### src/rtl/mips_fetch_pkg.sv
// ============================================================================
//  mips_fetch_pkg
//  Shared fetch-stage types and constants.
//  Rev 1.0
// ============================================================================
`default_nettype none

package mips_fetch_pkg;

   typedef enum logic [0:0] {
      ST_RUN = 1'b0,
      ST_ERR = 1'b1
   } fetch_state_e;

   localparam logic [31:0] c_pc_inc           = 32'd4;
   localparam logic [31:0] c_default_reset_pc = 32'd0;

endpackage

`default_nettype wire

### src/rtl/fetch_queue.sv
// ============================================================================
//  fetch_queue
//  Synchronous FIFO of DEPTH entries (power of two) with flush.
//  Rev 1.0
// ============================================================================
`default_nettype none

module fetch_queue #(
   parameter int DEPTH = 2,
   parameter int WIDTH = 64
)(
   input  logic             clk,
   input  logic             rst_n,
   input  logic             i_push,
   input  logic             i_pop,
   input  logic             i_flush,
   input  logic [WIDTH-1:0] i_wdata,
   output logic [WIDTH-1:0] o_rdata,
   output logic             o_full,
   output logic             o_empty
);

   localparam int c_aw = (DEPTH > 1) ? $clog2(DEPTH) : 1;

   logic [WIDTH-1:0] r_mem [DEPTH];
   logic [c_aw-1:0]  r_wr_ptr;
   logic [c_aw-1:0]  r_rd_ptr;
   logic [c_aw:0]    r_count;
   logic             w_do_push;
   logic             w_do_pop;

   // A pop frees a slot in the same edge, so a full queue can still accept a push.
   assign w_do_push = i_push & (~o_full | i_pop);
   assign w_do_pop  = i_pop & ~o_empty;

   assign o_full  = (r_count == (c_aw+1)'(DEPTH));
   assign o_empty = (r_count == '0);
   assign o_rdata = r_mem[r_rd_ptr];

   always_ff @(posedge clk or negedge rst_n) begin
      if (!rst_n) begin
         for (int i = 0; i < DEPTH; i++) begin
            r_mem[i] <= '0;
         end
         r_wr_ptr <= '0;
         r_rd_ptr <= '0;
         r_count  <= '0;
      end else if (i_flush) begin
         r_wr_ptr <= '0;
         r_rd_ptr <= '0;
         r_count  <= '0;
      end else begin
         if (w_do_push) begin
            r_mem[r_wr_ptr] <= i_wdata;
            r_wr_ptr        <= r_wr_ptr + c_aw'(1);
         end
         if (w_do_pop) begin
            r_rd_ptr <= r_rd_ptr + c_aw'(1);
         end
         r_count <= r_count + (c_aw+1)'(w_do_push) - (c_aw+1)'(w_do_pop);
      end
   end

endmodule

`default_nettype wire

### src/rtl/instr_fetch_ctrl.sv
// ============================================================================
//  instr_fetch_ctrl
//  PC sequencing and prefetch queue for the instruction fetch stage.
//  Optional misaligned-redirect trap: define FETCH_MISALIGN_TRAP_EN.
//  Rev 1.0
// ============================================================================
`default_nettype none

module instr_fetch_ctrl
   import mips_fetch_pkg::*;
#(
   parameter logic [31:0] RESET_PC = c_default_reset_pc,
   parameter int          QDEPTH   = 2
)(
   input  logic        clk,
   input  logic        rst_n,
   output logic [31:0] imem_addr,
   input  logic [31:0] imem_data,
   output logic        inst_valid,
   output logic [31:0] inst_data,
   output logic [31:0] inst_pc,
   input  logic        inst_ready,
   input  logic        redirect_valid,
   input  logic [31:0] redirect_pc,
   input  logic        halt,
   output logic        misalign_err
);

   fetch_state_e r_state;
   fetch_state_e w_state_nxt;
   logic [31:0]  r_pc;
   logic [31:0]  w_pc_nxt;
   logic [31:0]  w_redirect_target;
   logic         w_misaligned;
   logic         w_push;
   logic         w_pop;
   logic         w_full;
   logic         w_empty;
   logic [63:0]  w_head;

   assign imem_addr  = r_pc;
   assign inst_valid = ~w_empty;
   assign inst_pc    = w_head[63:32];
   assign inst_data  = w_head[31:0];

   // Redirect flushes the queue, so any pop or push in that cycle is dropped.
   assign w_pop  = inst_valid & inst_ready & ~redirect_valid;
   assign w_push = (r_state == ST_RUN) & ~halt & ~redirect_valid & (~w_full | w_pop);

`ifdef FETCH_MISALIGN_TRAP_EN
   assign w_misaligned      = |redirect_pc[1:0];
   assign w_redirect_target = redirect_pc;
   assign misalign_err      = (r_state == ST_ERR);
`else
   assign w_misaligned      = 1'b0;
   assign w_redirect_target = redirect_pc & ~32'd3;
   assign misalign_err      = 1'b0;
`endif

   always_ff @(posedge clk or negedge rst_n) begin
      if (!rst_n) begin
         r_state <= ST_RUN;
         r_pc    <= RESET_PC;
      end else begin
         r_state <= w_state_nxt;
         r_pc    <= w_pc_nxt;
      end
   end

   always_comb begin
      w_state_nxt = r_state;
      w_pc_nxt    = r_pc;
      if (redirect_valid) begin
         w_pc_nxt = w_redirect_target;
         if (w_misaligned) begin
            w_state_nxt = ST_ERR;
         end
      end else if (w_push) begin
         w_pc_nxt = r_pc + c_pc_inc;
      end
   end

   fetch_queue #(
      .DEPTH (QDEPTH),
      .WIDTH (64)
   ) u_queue (
      .clk     (clk),
      .rst_n   (rst_n),
      .i_push  (w_push),
      .i_pop   (w_pop),
      .i_flush (redirect_valid),
      .i_wdata ({r_pc, imem_data}),
      .o_rdata (w_head),
      .o_full  (w_full),
      .o_empty (w_empty)
   );

endmodule

`default_nettype wire

### config.mk
export PLATFORM = sky130hd
export DESIGN_NAME = instr_fetch_ctrl
export DESIGN_NICKNAME = d
export VERILOG_FILES = /design/src/rtl/mips_fetch_pkg.sv /design/src/rtl/fetch_queue.sv /design/src/rtl/instr_fetch_ctrl.sv
export SDC_FILE = /design/constraint.sdc
export NUM_CORES = 1
export LEC_CHECK = 0
export ABC_AREA = 1
export ABC_CLOCK_PERIOD_IN_PS = 2100
export BUFFER_PORTS_ARGS = -buffer_cell sky130_fd_sc_hd__buf_2
export CAP_MARGIN = 20
export CORE_UTILIZATION = 30
export CTS_BUF_LIST = sky130_fd_sc_hd__clkbuf_8
export CTS_CLUSTER_DIAMETER = 100
export DETAILED_ROUTE_END_ITERATION = 10
export PLACE_DENSITY_LB_ADDON = 0.2
export SLEW_MARGIN = 15
export SYNTH_ARGS = -nofsm -noshare
export SYNTH_HDL_FRONTEND = slang
export SYNTH_SLANG_ARGS = --single-unit
### constraint.sdc
create_clock -name clk -period 2.1 [get_ports clk]
set_input_delay 0.315 -clock clk [delete_from_list [all_inputs] [get_ports clk]]
set_output_delay 0.315 -clock clk [all_outputs]
set_load 0.005 [all_outputs]
# [Yosys cells after proc, flatten, opt, wreduce, memory -nomap -nowiden]
# Index checks and enable logic that the tools add are counted.
[word_totals] regBits=164 input_bits=69 out_inout_bits=98 wordCells=47
[classes] n_addsub=5 magnitude_cmp=3 eq_ne=1 n_mux=13 n_bitwise=13 reduce_logical=6
[ops] op="64-bit two-way mux" count=4
[ops] op="128-bit bitwise mux" count=1
[ops] op="64-bit demux with 1-bit select" count=1
[ops] op="32-bit two-way mux" count=2
[ops] op="32-bit by 3-bit adder with 32-bit output, second input constant" count=1
[ops] op="1-bit bitwise AND" count=6
[ops] op="2-bit nonzero test" count=3
[ops] op="2-bit greater-or-equal comparator, second input constant" count=2
[ops] op="1-bit two-way mux" count=4
[ops] op="1-bit NOT" count=4
[ops] op="1-bit NOT with 2-bit output" count=2
[ops] op="1-bit adder, second input constant" count=2
[ops] op="2-bit by 1-bit adder with 2-bit output" count=1
[ops] op="2-bit equality test, second input constant" count=1
[ops] op="2-bit logical NOT" count=1
[ops] op="2-bit by 1-bit less-than comparator with 1-bit output, second input constant" count=1
[ops] op="2-bit two-way mux" count=1
[ops] op="2-bit AND reduction" count=1
[ops] op="2-bit by 1-bit subtractor with 2-bit output" count=1
[ops] op="1-bit logical AND" count=1
[ops] op="1-bit OR" count=1

# [Logic depth before layout (Yosys ltp)]
# Gate-level depths: netlist of the first run.
[logic_depth] depth_word=10 ltp_mapped=10 mapped_depth_nobuf=9

# [Modules after synthesis]
# From an unflattened synthesis of the first run, not the netlist that was laid out.
[hier_totals] cells_unflattened=1173 area_unflattened_um2=8959.8
[by_module_without_submodules] module="fetch_queue" n_inst=1 cells_per_inst=811 area_per_inst_um2=6671.4 seq_area_each_um2=3303.2
[by_module_without_submodules] module="instr_fetch_ctrl" n_inst=1 cells_per_inst=362 area_per_inst_um2=2288.4 seq_area_each_um2=750.7

# [Worst setup path before layout of the first run]
# No wires, ideal clock.
[synth_path] path_kind="register to register" start="register u_queue.r_count[1]" end="register u_queue.r_count[1]" setup_ps=132 arrival_ps=1475 required_ps=1968 path_slack_ps=493 stages_incl_launch_ff=9 path_buffers=0 synth_period_minus_slack_ps=1607 cell_sequence="dfrtp_1 or2_2 nand2_1 nor2_1 ha_1 inv_1 ha_1 xor2_1 nor2_1"
[synth_between] elab_chain_cells=10 elab_cells_between_ends=13 cone_classes="add/sub (2); eq/ne (1); mux (1); bitwise (8); reduce/logical (1)"
[synth_rtl] item="start: declaration" line_no="fetch_queue.sv:28" source="logic [c_aw:0] r_count;"
[synth_rtl] item="start signal: assignment" line_no="fetch_queue.sv:60" source="r_count <= r_count + (c_aw+1)'(w_do_push) - (c_aw+1)'(w_do_pop);"
[synth_rtl] item="2-bit logical NOT *" line_no="fetch_queue.sv:37" source="assign o_empty = (r_count == '0);"
[synth_rtl] item="1-bit NOT *" line_no="instr_fetch_ctrl.sv:42" source="assign inst_valid = ~w_empty;"
[synth_rtl] item="via inst_valid" line_no="instr_fetch_ctrl.sv:19" source="output logic inst_valid,"
[synth_rtl] item="1-bit bitwise AND (2 in series)" line_no="instr_fetch_ctrl.sv:47" source="assign w_pop = inst_valid & inst_ready & ~redirect_valid;"
[synth_rtl] item="1-bit OR" line_no="fetch_queue.sv:33, instr_fetch_ctrl.sv:48"
[synth_rtl] item="1-bit bitwise AND" line_no="instr_fetch_ctrl.sv:48" source="assign w_push = (r_state == ST_RUN) & ~halt & ~redirect_valid & (~w_full | w_pop);"
[synth_rtl] item="1-bit bitwise AND" line_no="fetch_queue.sv:33" source="assign w_do_push = i_push & (~o_full | i_pop);"
[synth_rtl] item="2-bit by 1-bit adder with 2-bit output" line_no="fetch_queue.sv:60"
[synth_rtl] item="2-bit by 1-bit subtractor with 2-bit output *" line_no="fetch_queue.sv:60"
[synth_rtl] item="2-bit two-way mux *" line_no="fetch_queue.sv:48" source="end else if (i_flush) begin"
# Mark *: on every way through the listed nets, which the timed path passes. The rest lies on a longest branch.
# A chain may end at the register's enable or synchronous reset.

# [Final worst setup path of the first run]
[layout_path] start="register u_queue.r_rd_ptr" end="output inst_data[13]"
[layout_between] elab_chain_cells=4
[layout_rtl] item="start: declaration" line_no="fetch_queue.sv:27" source="logic [c_aw-1:0] r_rd_ptr;"
[layout_rtl] item="start signal: assignment" line_no="fetch_queue.sv:58" source="r_rd_ptr <= r_rd_ptr + c_aw'(1);"
[layout_rtl] item="1-bit NOT with 2-bit output (not written as such)" line_no="fetch_queue.sv:38" source="assign o_rdata = r_mem[r_rd_ptr];"
[layout_rtl] item="64-bit two-way mux (not written as such) (3 in series)" line_no="fetch_queue.sv:38"
[layout_rtl] item="end: declaration" line_no="instr_fetch_ctrl.sv:20" source="output logic [31:0] inst_data,"
# No other way between the ends. The select of a mux whose other input is x is not followed.

==> results of run 1 <==
## metal layers
metal	wire, um	share of wire (%)
met1	10700	51
met2	9370	44
met3	983	4.6
met4	107	0.51
met5	0	0
## worst min-delay path by stage
stage                               start                 to  depth (start not counted)
after floorplan                     rst_n      imem_addr[10]                          0
after global placement              rst_n  u_queue.r_mem[25]                          1
after detailed placement            rst_n  u_queue.r_mem[25]                          1
after CTS                  redirect_pc[7]       imem_addr[7]                          3
after global routing      redirect_pc[14]      imem_addr[14]                          3
final                      redirect_pc[7]       imem_addr[7]                          3
## cell usage in the layout (no fill, tap or decap), types with 2 or more instances in the layout
cell type  instances
o21ai_1           47
buf_12             8
clkinv_4           3
clkbuf_8          19
a21oi_1            5
xnor2_1            2
nand3_1           49
nor2_1            39
conb_1             5
dfrtp_1          157
nand4_1            2
inv_1             90
o21ai_2            3
nor2_2             4
bufinv_16          2
nand2_1          441
buf_4              7
o211ai_1           5
ha_1               3
o21ai_0          102
nand2_4            3
inv_2              2
buf_2            158
clkinv_2           5
## layout make-up
cell class | count | area [um2] | area share, %
clock buffers | 19 | 262 | 2.84
inverters | 93 | 349 | 3.79
repair buffers | 175 | 1020 | 11.1
flip-flops and latches | 158 | 3960 | 42.9
multi-input cells | 719 | 3090 | 33.6
clock inverters | 11 | 119 | 1.29
well taps | 330 | 413 | 4.48
## flip-flops by register name (all words and copies together) (netlist names)
signal            cells
u_queue.r_rd_ptr      1
u_queue.r_count       2
u_queue.r_mem       124
imem_addr            30
u_queue.r_wr_ptr      1
## logic make-up after synthesis
| group | share of synthesized area, % |
|---|---|
| and+or+nand+nor | 28.0 |
| xor gates and xnor gates | 0.342 |
| DFF | 51.5 |
| AOI/OAI and AO/OA | 11.2 |
| buffers and inverters | 8.49 |
| other | 0.0488 |
| adders and majority gates | 0.489 |
## per-stage QoR
stage / utilization [%] / setup slack [ns] / hold slack, ns / power, mW / instance area, um2
5_1_grt: 36.7 / 0.0656 / 0.0457 / 9.77 / 9220
4_1_cts: 36.7 / 0.150 / 0.0422 / 9.18 / 9220
3_3_place_gp: 35.1 / 0.323 / 0.217 / 6.83 / 8820
6_report: 36.7 / 0.207 / 0.0873 / 9.01 / 9220
3_5_place_dp: 35.1 / 0.311 / 0.217 / 6.88 / 8820
2_1_floorplan: - / 0.493 / 0.0194 / 5.76 / 7690
## synthesized netlist by cell type, types with 3 or more instances
master / n / share of area (%)
o21ai_0: 102 / 6.6
nand2_1: 441 / 22
nor2_2: 4 / 0.33
o21ai_1: 47 / 3.1
a21oi_1: 5 / 0.33
nand3_1: 49 / 3.2
ha_1: 3 / 0.49
clkbuf_1: 24 / 1.2
o21ai_2: 3 / 0.34
nor2_1: 39 / 1.9
o211ai_1: 5 / 0.49
buf_2: 11 / 0.72
dfrtp_1: 158 / 51
buf_1: 3 / 0.15
buf_6: 9 / 1.3
inv_1: 90 / 4.4
buf_4: 6 / 0.59
## critical path, cell delays in order, from the launching register on
cell and delay (ns):
dfrtp_2 0.43, inv_2 0.09, buf_4 0.33, nand2_1 0.10, nand2_1 0.08, buf_2 0.12
## power groups by stage
stage                     registers [mW]  logic [mW]  clock network (mW)
after floorplan                     4.29        1.47                   0
after CTS                           4.33        2.49                2.35
final                               4.34        2.43                2.25
after global routing                4.45        2.82                2.50
after global placement              4.38        2.45                   0
after detailed placement            4.39        2.48                   0
==> impl_results.md, run 1 <==
- Final ANT Viol Nets: 0
- Hold buffers post-CTS: 1
- GRT Total Usage: 16.7%
- Die Wd: 162 um
- Critical Path Start Type: flop
- Via-per-instance ratio: 4.48
- Post-synth EDFFs: 0
- Via count: 6739
- Ys flop type: dfrtp_1
- P_leak: 4.91 nW
- Reg power frac: 48.1%
- Outcome: finished clean
- Core area: 0.0251 mm2
- R2R Path End: imem_addr[20]
- NumNets Final: 1236
- Count of pins over their slew limit: 0
- Setup-failing EPs final: 0
- Max-cap viol count: 0
- Cell-internal power: 5.96 mW
- Setup TNS: 0 ns
- Tcrit/Tclk final: 90.1%
- Die Y: 162 um
- CP Data Required Time: 1.78 ns
- Share of layout cells above drive strength 1: 18.7%
- Distinct cell type count after synthesis: 32
- Setup Crit Path Kind: flop to output port
- WP data arrival: 1.58 ns
- Peak supply drop: 0.414 mV
- Final Hold Viols: 0
- HPWL after DPL: 14500 um
- Ports: 167
- Largest net degree at the start of global routing: 81
- Fin cells: 1505
- Post-CTS setup buffers: 0
- GRT Max-Usage Layer: met2
- Root Buffer: clkbuf_8
- Async SR Flop Fraction: 100%
- CP Max Fanout: 26
- Fmax: 528 MHz
- Drt wl/cell: 14.1 um
- Vias in the first global route: 6125
- Routing usage on met1: 24.7%
- # placed instances: 1474
- Initial antenna violation count: 0
- Cells after Synth: 1019
- Reg2Reg Setup Slack: 0.32 ns
- DR DRC count: 0
- Initial DRC Count: 462
- CP startpoint: u_queue.r_rd_ptr
- Row count: 58
- Total global routing overflow: 0
- CTS Buffer Depth: 2
- Seq/Total Area, Yosys: 51.5%
- Area grow syn2layout: 20.0%
- DIE AREA: 0.0262 mm2
- Sw Pwr: 3.05 mW
- Clock Pin Slew Worst Setup and Hold Paths: 0.09 ns
- Synth Register Bits: 158
- Clk_skew: 0.0181 ns
- Initial Utilization: 30.6%
- Comb power frac: 26.9%
- DRT Wirelength: 21200 um
- P per Cell Area: 978 mW/mm2
- RR Startpoint: imem_addr[3]
- CTS Buf Count: 17
- CTS tree: done
- Post-CTS sizing: 0
- R2r worst-path depth: 8
- Antenna Cells: 0
- Fillers: 2788
- Synthesized area: 0.00768 mm2
- Worst skew pair latency: 0.44 ns
- 1st-pass router iterations: 4
- Syn Area/Cell: 7.54 um2
- First-pass GRT wire length: 34000 um
- Gp weighted congestion: 0.839
- Switching Fraction: 33.8%
- Ys Warns: 0
- RSZ-0062 raised after global routing: false
- Port Buf Inserts: 159
- M3 GR Usage: 3.22%
- Worst hold path type: primary input to flop
- Clk pwr share: 24.9%
- Htree depth: 4
- CP endpoint: inst_data[13]
- Met2 Use GR: 25.2%
- Worst Setup End Kind: output port
- Minimum clock period: 1.89 ns
- Clk sinks: 158
No activity file was read; power rests on OpenSTA's default activity.
==> run 2, diff against run 1 <==
Settings changed: ABC_CLOCK_PERIOD_IN_PS 2100 to 1900, TNS_END_PERCENT from default to 1.
Clock period 2.1 ns to 1.9 ns, I/O delays scaled along.
==> impl_results.md, run 2 (synthesis gave the netlist of run 1 again) <==
- CTS Buffer Depth: 2 (unchanged)
- Worst path top cell family by delay: flip-flops (was buffers and inverters)
- Endpoint, Worst Hold: imem_addr[15] (was imem_addr[7])
- Fin cells: 1510 (was 1505)
- R2R Path End: u_queue.r_count[1] (was imem_addr[20])
- Final ANT Viol Nets: 0 (unchanged)
- Peak supply drop: 0.410 mV (was 0.414 mV)
- Largest net degree at the start of global routing: 83 (was 81)
- Fillers: 2770 (was 2788)
- Routing usage on met1: 23.5% (was 24.7%)
- CTS Buf Count: 17 (unchanged)
- Reg area: 0.00396 mm2 (unchanged)
- Minimum clock period: 1.80 ns
- Die Wd: 162 um (unchanged)
- Crit-path slowest cell: dfrtp_2 (unchanged)
- Clk sinks: 158 (unchanged)
- Final Hold Viols: 0 (unchanged)
- DRT Wirelength: 21100 um (was 21200 um)
- NumNets Final: 1239 (was 1236)
- Setup TNS: 0 ns (unchanged)
- DIE AREA: 0.0262 mm2 (unchanged)
- Worst skew pair latency: 0.45 ns (was 0.44 ns)
- HPWL after DPL: 14700 um (was 14500 um)
- GRT Total Usage: 16.8% (was 16.7%)
- Initial Utilization: 30.6% (unchanged)
- Row count: 58 (unchanged)
- Setup Crit Path Kind: flop to output port (unchanged)
- M3 GR Usage: 3.40% (was 3.22%)
- P per Cell Area: 1110 mW/mm2 (was 978 mW/mm2)
- Hold Path Origin: redirect_pc[15] (was redirect_pc[7])
- Crit path cell chain: inv_2 > buf_12 > nand2_1 > nand2_1 > buf_2 (was inv_2 > buf_4 > nand2_1 > nand2_1 > buf_2)
- Crit-path most repeated cell: nand2_1 (unchanged)
- P_leak: 4.96 nW (was 4.91 nW)
- Worst hold path type: primary input to flop (unchanged)
- Met2 Use GR: 26.2% (was 25.2%)
- RSZ-0062 raised after global routing: true (was false)
- Post-route cell area: 0.00932 mm2 (was 0.00922 mm2)
- Fmax: 556 MHz
- CP max stage delay: 0.45 ns (was 0.43 ns)
- Setup WS post-layout: 0.101 ns (was 0.207 ns)
- Reg2Reg Setup Slack: 0.16 ns (was 0.32 ns)
- Worst Setup End Kind: output port (unchanged)
- Hold Path Depth: 3 (unchanged)
- Clock Pin Slew Worst Setup and Hold Paths: 0.09 ns (about the same)
- Critical Path Start Type: flop (unchanged)
- Die Y: 162 um (unchanged)
- Post-CTS setup buffers: 0 (unchanged)
- Area grow syn2layout: 21.4% (was 20.0%)
- Multi-input gate area: 0.00310 mm2 (was 0.00309 mm2)
- CP Data Required Time: 1.62 ns (was 1.78 ns)
- Vias in the first global route: 6505 (was 6125)
- Initial DRC Count: 420 (was 462)
- Total global routing overflow: 0 (unchanged)
- DR DRC count: 1 (was 0)
- Core area: 0.0251 mm2 (unchanged)
- Max-cap viol count: 0 (unchanged)
- Via-per-instance ratio: 4.49 (was 4.48)
- CTS tree: done (unchanged)
- GRT Max-Usage Layer: met2 (unchanged)
- Antenna Cells: 0 (unchanged)
- RR Startpoint: u_queue.r_count[1] (was imem_addr[3])
- Worst Path Buf+Inv: 3 (unchanged)
- Initial antenna violation count: 0 (unchanged)
- Ports: 167 (unchanged)
- 1st-pass router iterations: 7 (was 4)
- Commonest non-fill, non-tap cell in the layout: nand2_1 (unchanged)
- Max reg flops: 124 (unchanged)
- Drt wl/cell: 14.0 um (was 14.1 um)
- WP data arrival: 1.51 ns (was 1.58 ns)
- R2r worst-path depth: 8 (unchanged)
- Biggest register: u_queue.r_mem (unchanged)
- Gp weighted congestion: 0.849 (was 0.839)
- Post-layout power: 10.3 mW (was 9.01 mW)
- Tcrit/Tclk final: 94.7%
- Most frequent cells in the layout: nand2_1 (440), buf_2 (158), dfrtp_1 (157) (was nand2_1 (441), buf_2 (158), dfrtp_1 (157))
- # placed instances: 1477 (was 1474)
- CP Max Fanout: 32 (was 26)
- Port Buf Inserts: 159 (unchanged)
- Outcome: finished, violations left (was finished clean)
- Htree depth: 4 (unchanged)
- Failing checks: design-rule violations
- Count of pins over their slew limit: 0 (unchanged)
- Fin util: 37.1% (was 36.7%)
- Root Buffer: clkbuf_8 (unchanged)
- Setup-failing EPs final: 0 (unchanged)
- Setup WS pre-CTS: 0.162 ns (was 0.311 ns)
- Clk_skew: 0.0171 ns (was 0.0181 ns)
- Final hold slack: 0.0486 ns (was 0.0873 ns)
- Via count: 6781 (was 6739)
- Post-DP Area: 0.00886 mm2 (was 0.00882 mm2)
- Share of layout cells above drive strength 1: 19.2% (was 18.7%)
- First-pass GRT wire length: 34200 um (was 34000 um)
run 2: worst max path at each step:
stage                     cells past startpoint                  to          startpoint  slack, ns
after global placement                        8       imem_addr[12]        imem_addr[3]       0.22
after detailed placement                      8       imem_addr[12]        imem_addr[3]       0.16
after global routing                          4       inst_data[20]    u_queue.r_rd_ptr     -0.009
after floorplan                               8  u_queue.r_count[1]  u_queue.r_count[1]       0.29
after CTS                                     5         inst_pc[13]    u_queue.r_rd_ptr       0.03
final                                         5         inst_pc[14]    u_queue.r_rd_ptr       0.10
run 2: tightest hold or removal path, delay by kind of cell:
| kind | cells | cell delay, ns |
|---|---|---|
| AND/OR/NAND/NOR | 2 | 0.11 |
| buffers and inverters | 1 | 0.07 |
run 2: timing repair:
action	in CTS	in global routing
hold endpoints to repair	23	0
endpoints found under the setup margin	0	6
resized for setup	0	2
hold buffers	1	0
run 2: layout make-up:
cell class | instances | area share, %
clock inverters | 13 | 2.00
multi-input cells | 719 | 33.2
well taps | 330 | 4.43
flip-flops and latches | 158 | 42.4
clock buffers | 19 | 2.80
repair buffers | 178 | 11.4
inverters | 93 | 3.74
run 2: report_power, final:
group	switching (mW)	internal (mW)
Clock	1.31	1.51
Combinational	1.57	1.13
Sequential	0.537	4.26
run 2: metal layers:
metal	routed length, um	share of wire, %
met4	284	1.3
met2	9340	44
met1	10400	49
met5	0	0
met3	1050	5.0
==> run 3, diff against run 2 <==
Settings changed: CORE_ASPECT_RATIO from default to 0.5, CORE_UTILIZATION 30 to 45.
==> impl_results.md, run 3 (synthesis gave the netlist of run 1 again) <==
- Outcome: finished clean (was finished, violations left)
- Largest net degree at the start of global routing: 71 (was 83)
- Area grow syn2layout: 19.6% (was 21.4%)
- Ports: 167 (unchanged)
- P_leak: 4.96 nW (about the same)
- Via-per-instance ratio: 4.87 (was 4.49)
- DR DRC count: 0 (was 1)
- Clk sinks: 158 (unchanged)
- Setup-failing EPs final: 0 (unchanged)
- Peak supply drop: 0.500 mV (was 0.410 mV)
- CP Max Fanout: 29 (was 32)
- Count of pins over their slew limit: 0 (unchanged)
- Share of layout cells above drive strength 1: 18.9% (was 19.2%)
- WP data arrival: 1.50 ns (was 1.51 ns)
- Post-layout power: 10.3 mW (about the same)
- Max reg flops: 124 (unchanged)
- Fin cells: 1406 (was 1510)
- HPWL after DPL: 13500 um (was 14700 um)
- Final Hold Viols: 0 (unchanged)
- Clk_skew: 0.00903 ns (was 0.0171 ns)
- Reg area: 0.00396 mm2 (unchanged)
- First-pass GRT wire length: 31300 um (was 34200 um)
- Commonest non-fill, non-tap cell in the layout: nand2_1 (unchanged)
- Post-route cell area: 0.00919 mm2 (was 0.00932 mm2)
- Biggest register: u_queue.r_mem (unchanged)
- Total global routing overflow: 0 (unchanged)
- Htree depth: 4 (unchanged)
- Gp weighted congestion: 0.904 (was 0.849)
- Vias in the first global route: 6134 (was 6505)
- Final ANT Viol Nets: 0 (unchanged)
- Fin util: 55.6% (was 37.1%)
- Critical Path Start Type: flop (unchanged)
- Initial DRC Count: 439 (was 420)
- Row count: 33 (was 58)
- Worst skew pair latency: 0.44 ns (was 0.45 ns)
- Worst Setup End Kind: output port (unchanged)
- Initial antenna violation count: 0 (unchanged)
- CTS tree: done (unchanged)
- Root Buffer: clkbuf_8 (unchanged)
- P per Cell Area: 1120 mW/mm2 (was 1110 mW/mm2)
- # placed instances: 1374 (was 1477)
- Worst hold path type: primary input to flop (unchanged)
- Port Buf Inserts: 159 (unchanged)
- Initial Utilization: 46.5% (was 30.6%)
- Fmax: 560 MHz (was 556 MHz)
- Most frequent cells in the layout: nand2_1 (441), buf_2 (158), dfrtp_1 (157) (was nand2_1 (440), buf_2 (158), dfrtp_1 (157))
- CP Data Required Time: 1.62 ns (about the same)
- Die Y: 94.4 um (was 162 um)
- GRT Total Usage: 22.6% (was 16.8%)
- Minimum clock period: 1.79 ns (was 1.80 ns)
- Antenna Cells: 0 (unchanged)
- DRT Wirelength: 19400 um (was 21100 um)
- DIE AREA: 0.0176 mm2 (was 0.0262 mm2)
- 1st-pass router iterations: 5 (was 7)
- Clock Pin Slew Worst Setup and Hold Paths: 0.08 ns (was 0.09 ns)
- Tcrit/Tclk final: 94.1% (was 94.7%)
- Die Wd: 187 um (was 162 um)
- Drt wl/cell: 13.8 um (was 14.0 um)
- RSZ-0062 raised after global routing: true (unchanged)
- Max-cap viol count: 0 (unchanged)
- Core area: 0.0165 mm2 (was 0.0251 mm2)
- NumNets Final: 1239 (unchanged)
- CTS Buffer Depth: 2 (unchanged)
- Setup Crit Path Kind: flop to output port (unchanged)
- Multi-input gate area: 0.00310 mm2 (about the same)
- CTS Buf Count: 17 (unchanged)
- Post-DP Area: 0.00873 mm2 (was 0.00886 mm2)
- Fillers: 1617 (was 2770)
- Via count: 6846 (was 6781)
==> run 3: changes by cell type in the layout (fill, tap and decap cells not counted), sizes merged <==
cell,before,now
clkbuf,19,17
clkinvlp,3,2
bufinv,4,5
clkinv,3,6
inv,96,94
==> run 3: path summary, 6_finish.rpt <==
path	from	endpoint	slack (ns)	depth (start not counted)
worst max register to register	u_queue.r_count[1]	u_queue.r_count[1]	0.14	8
worst min-delay path	redirect_pc[4]	imem_addr[4]	0.05	3
worst max-delay path	u_queue.r_rd_ptr	inst_data[23]	0.11	4
worst min register to register	u_queue.r_mem[57]	u_queue.r_mem[57]	0.49	2
min in group asynchronous	rst_n	u_queue.r_mem[67]	0.28	2
max in group asynchronous	rst_n	imem_addr[13]	1.00	3
==> run 3: critical path, cell delays in order (launching register included) <==
cell     delay (ns)
dfrtp_2        0.40
buf_4          0.34
nand2_1        0.08
nand2_1        0.10
buf_2          0.12
==> run 3: cell type report <==
class	instances	share of cell area (%)
clock inverters	14	2.19
inverters	93	3.80
repair buffers	178	11.6
clock buffers	17	2.55
well taps	227	3.09
flip-flops and latches	158	43.1
multi-input cells	719	33.7
==> run 3: metrics by stage <==
| stage | TNS (ns) | worst slack [ns] | hold WS [ns] |
|---|---|---|---|
| floorplan | 0 | 0.293 | -0.0106 |
| global placement | 0 | 0.225 | 0.186 |
| detailed placement | 0 | 0.162 | 0.193 |
| global route | -0.0103 | -0.00775 | 0.0519 |
| CTS | 0 | 0.0548 | 0.0332 |
| finish | 0 | 0.113 | 0.0543 |
==> run 3: power by group <==
| group | internal [mW] | switching, mW |
|---|---|---|
| clock network | 1.54 | 1.25 |
| logic | 1.13 | 1.54 |
| registers | 4.26 | 0.547 |
| total | 6.93 | 3.33 |
==> run 3: routing by layer <==
layer,track usage [%],share of wire (%),vias up
li1,-,-,3468
met1,34.0,51,3171
met2,33.9,43,196
met3,4.35,5.3,11
met4,4.58,0.61,0
met5,0,0,-
==> run 3: what timing repair did <==
| action | in CTS | in global routing |
|---|---|---|
| setup endpoints to repair | 0 | 13 |
| endpoints found under the hold margin | 28 | 0 |
| hold buffers | 1 | 0 |
| resized for setup | 0 | 3 |
| buffers inserted | 0 | 0 |
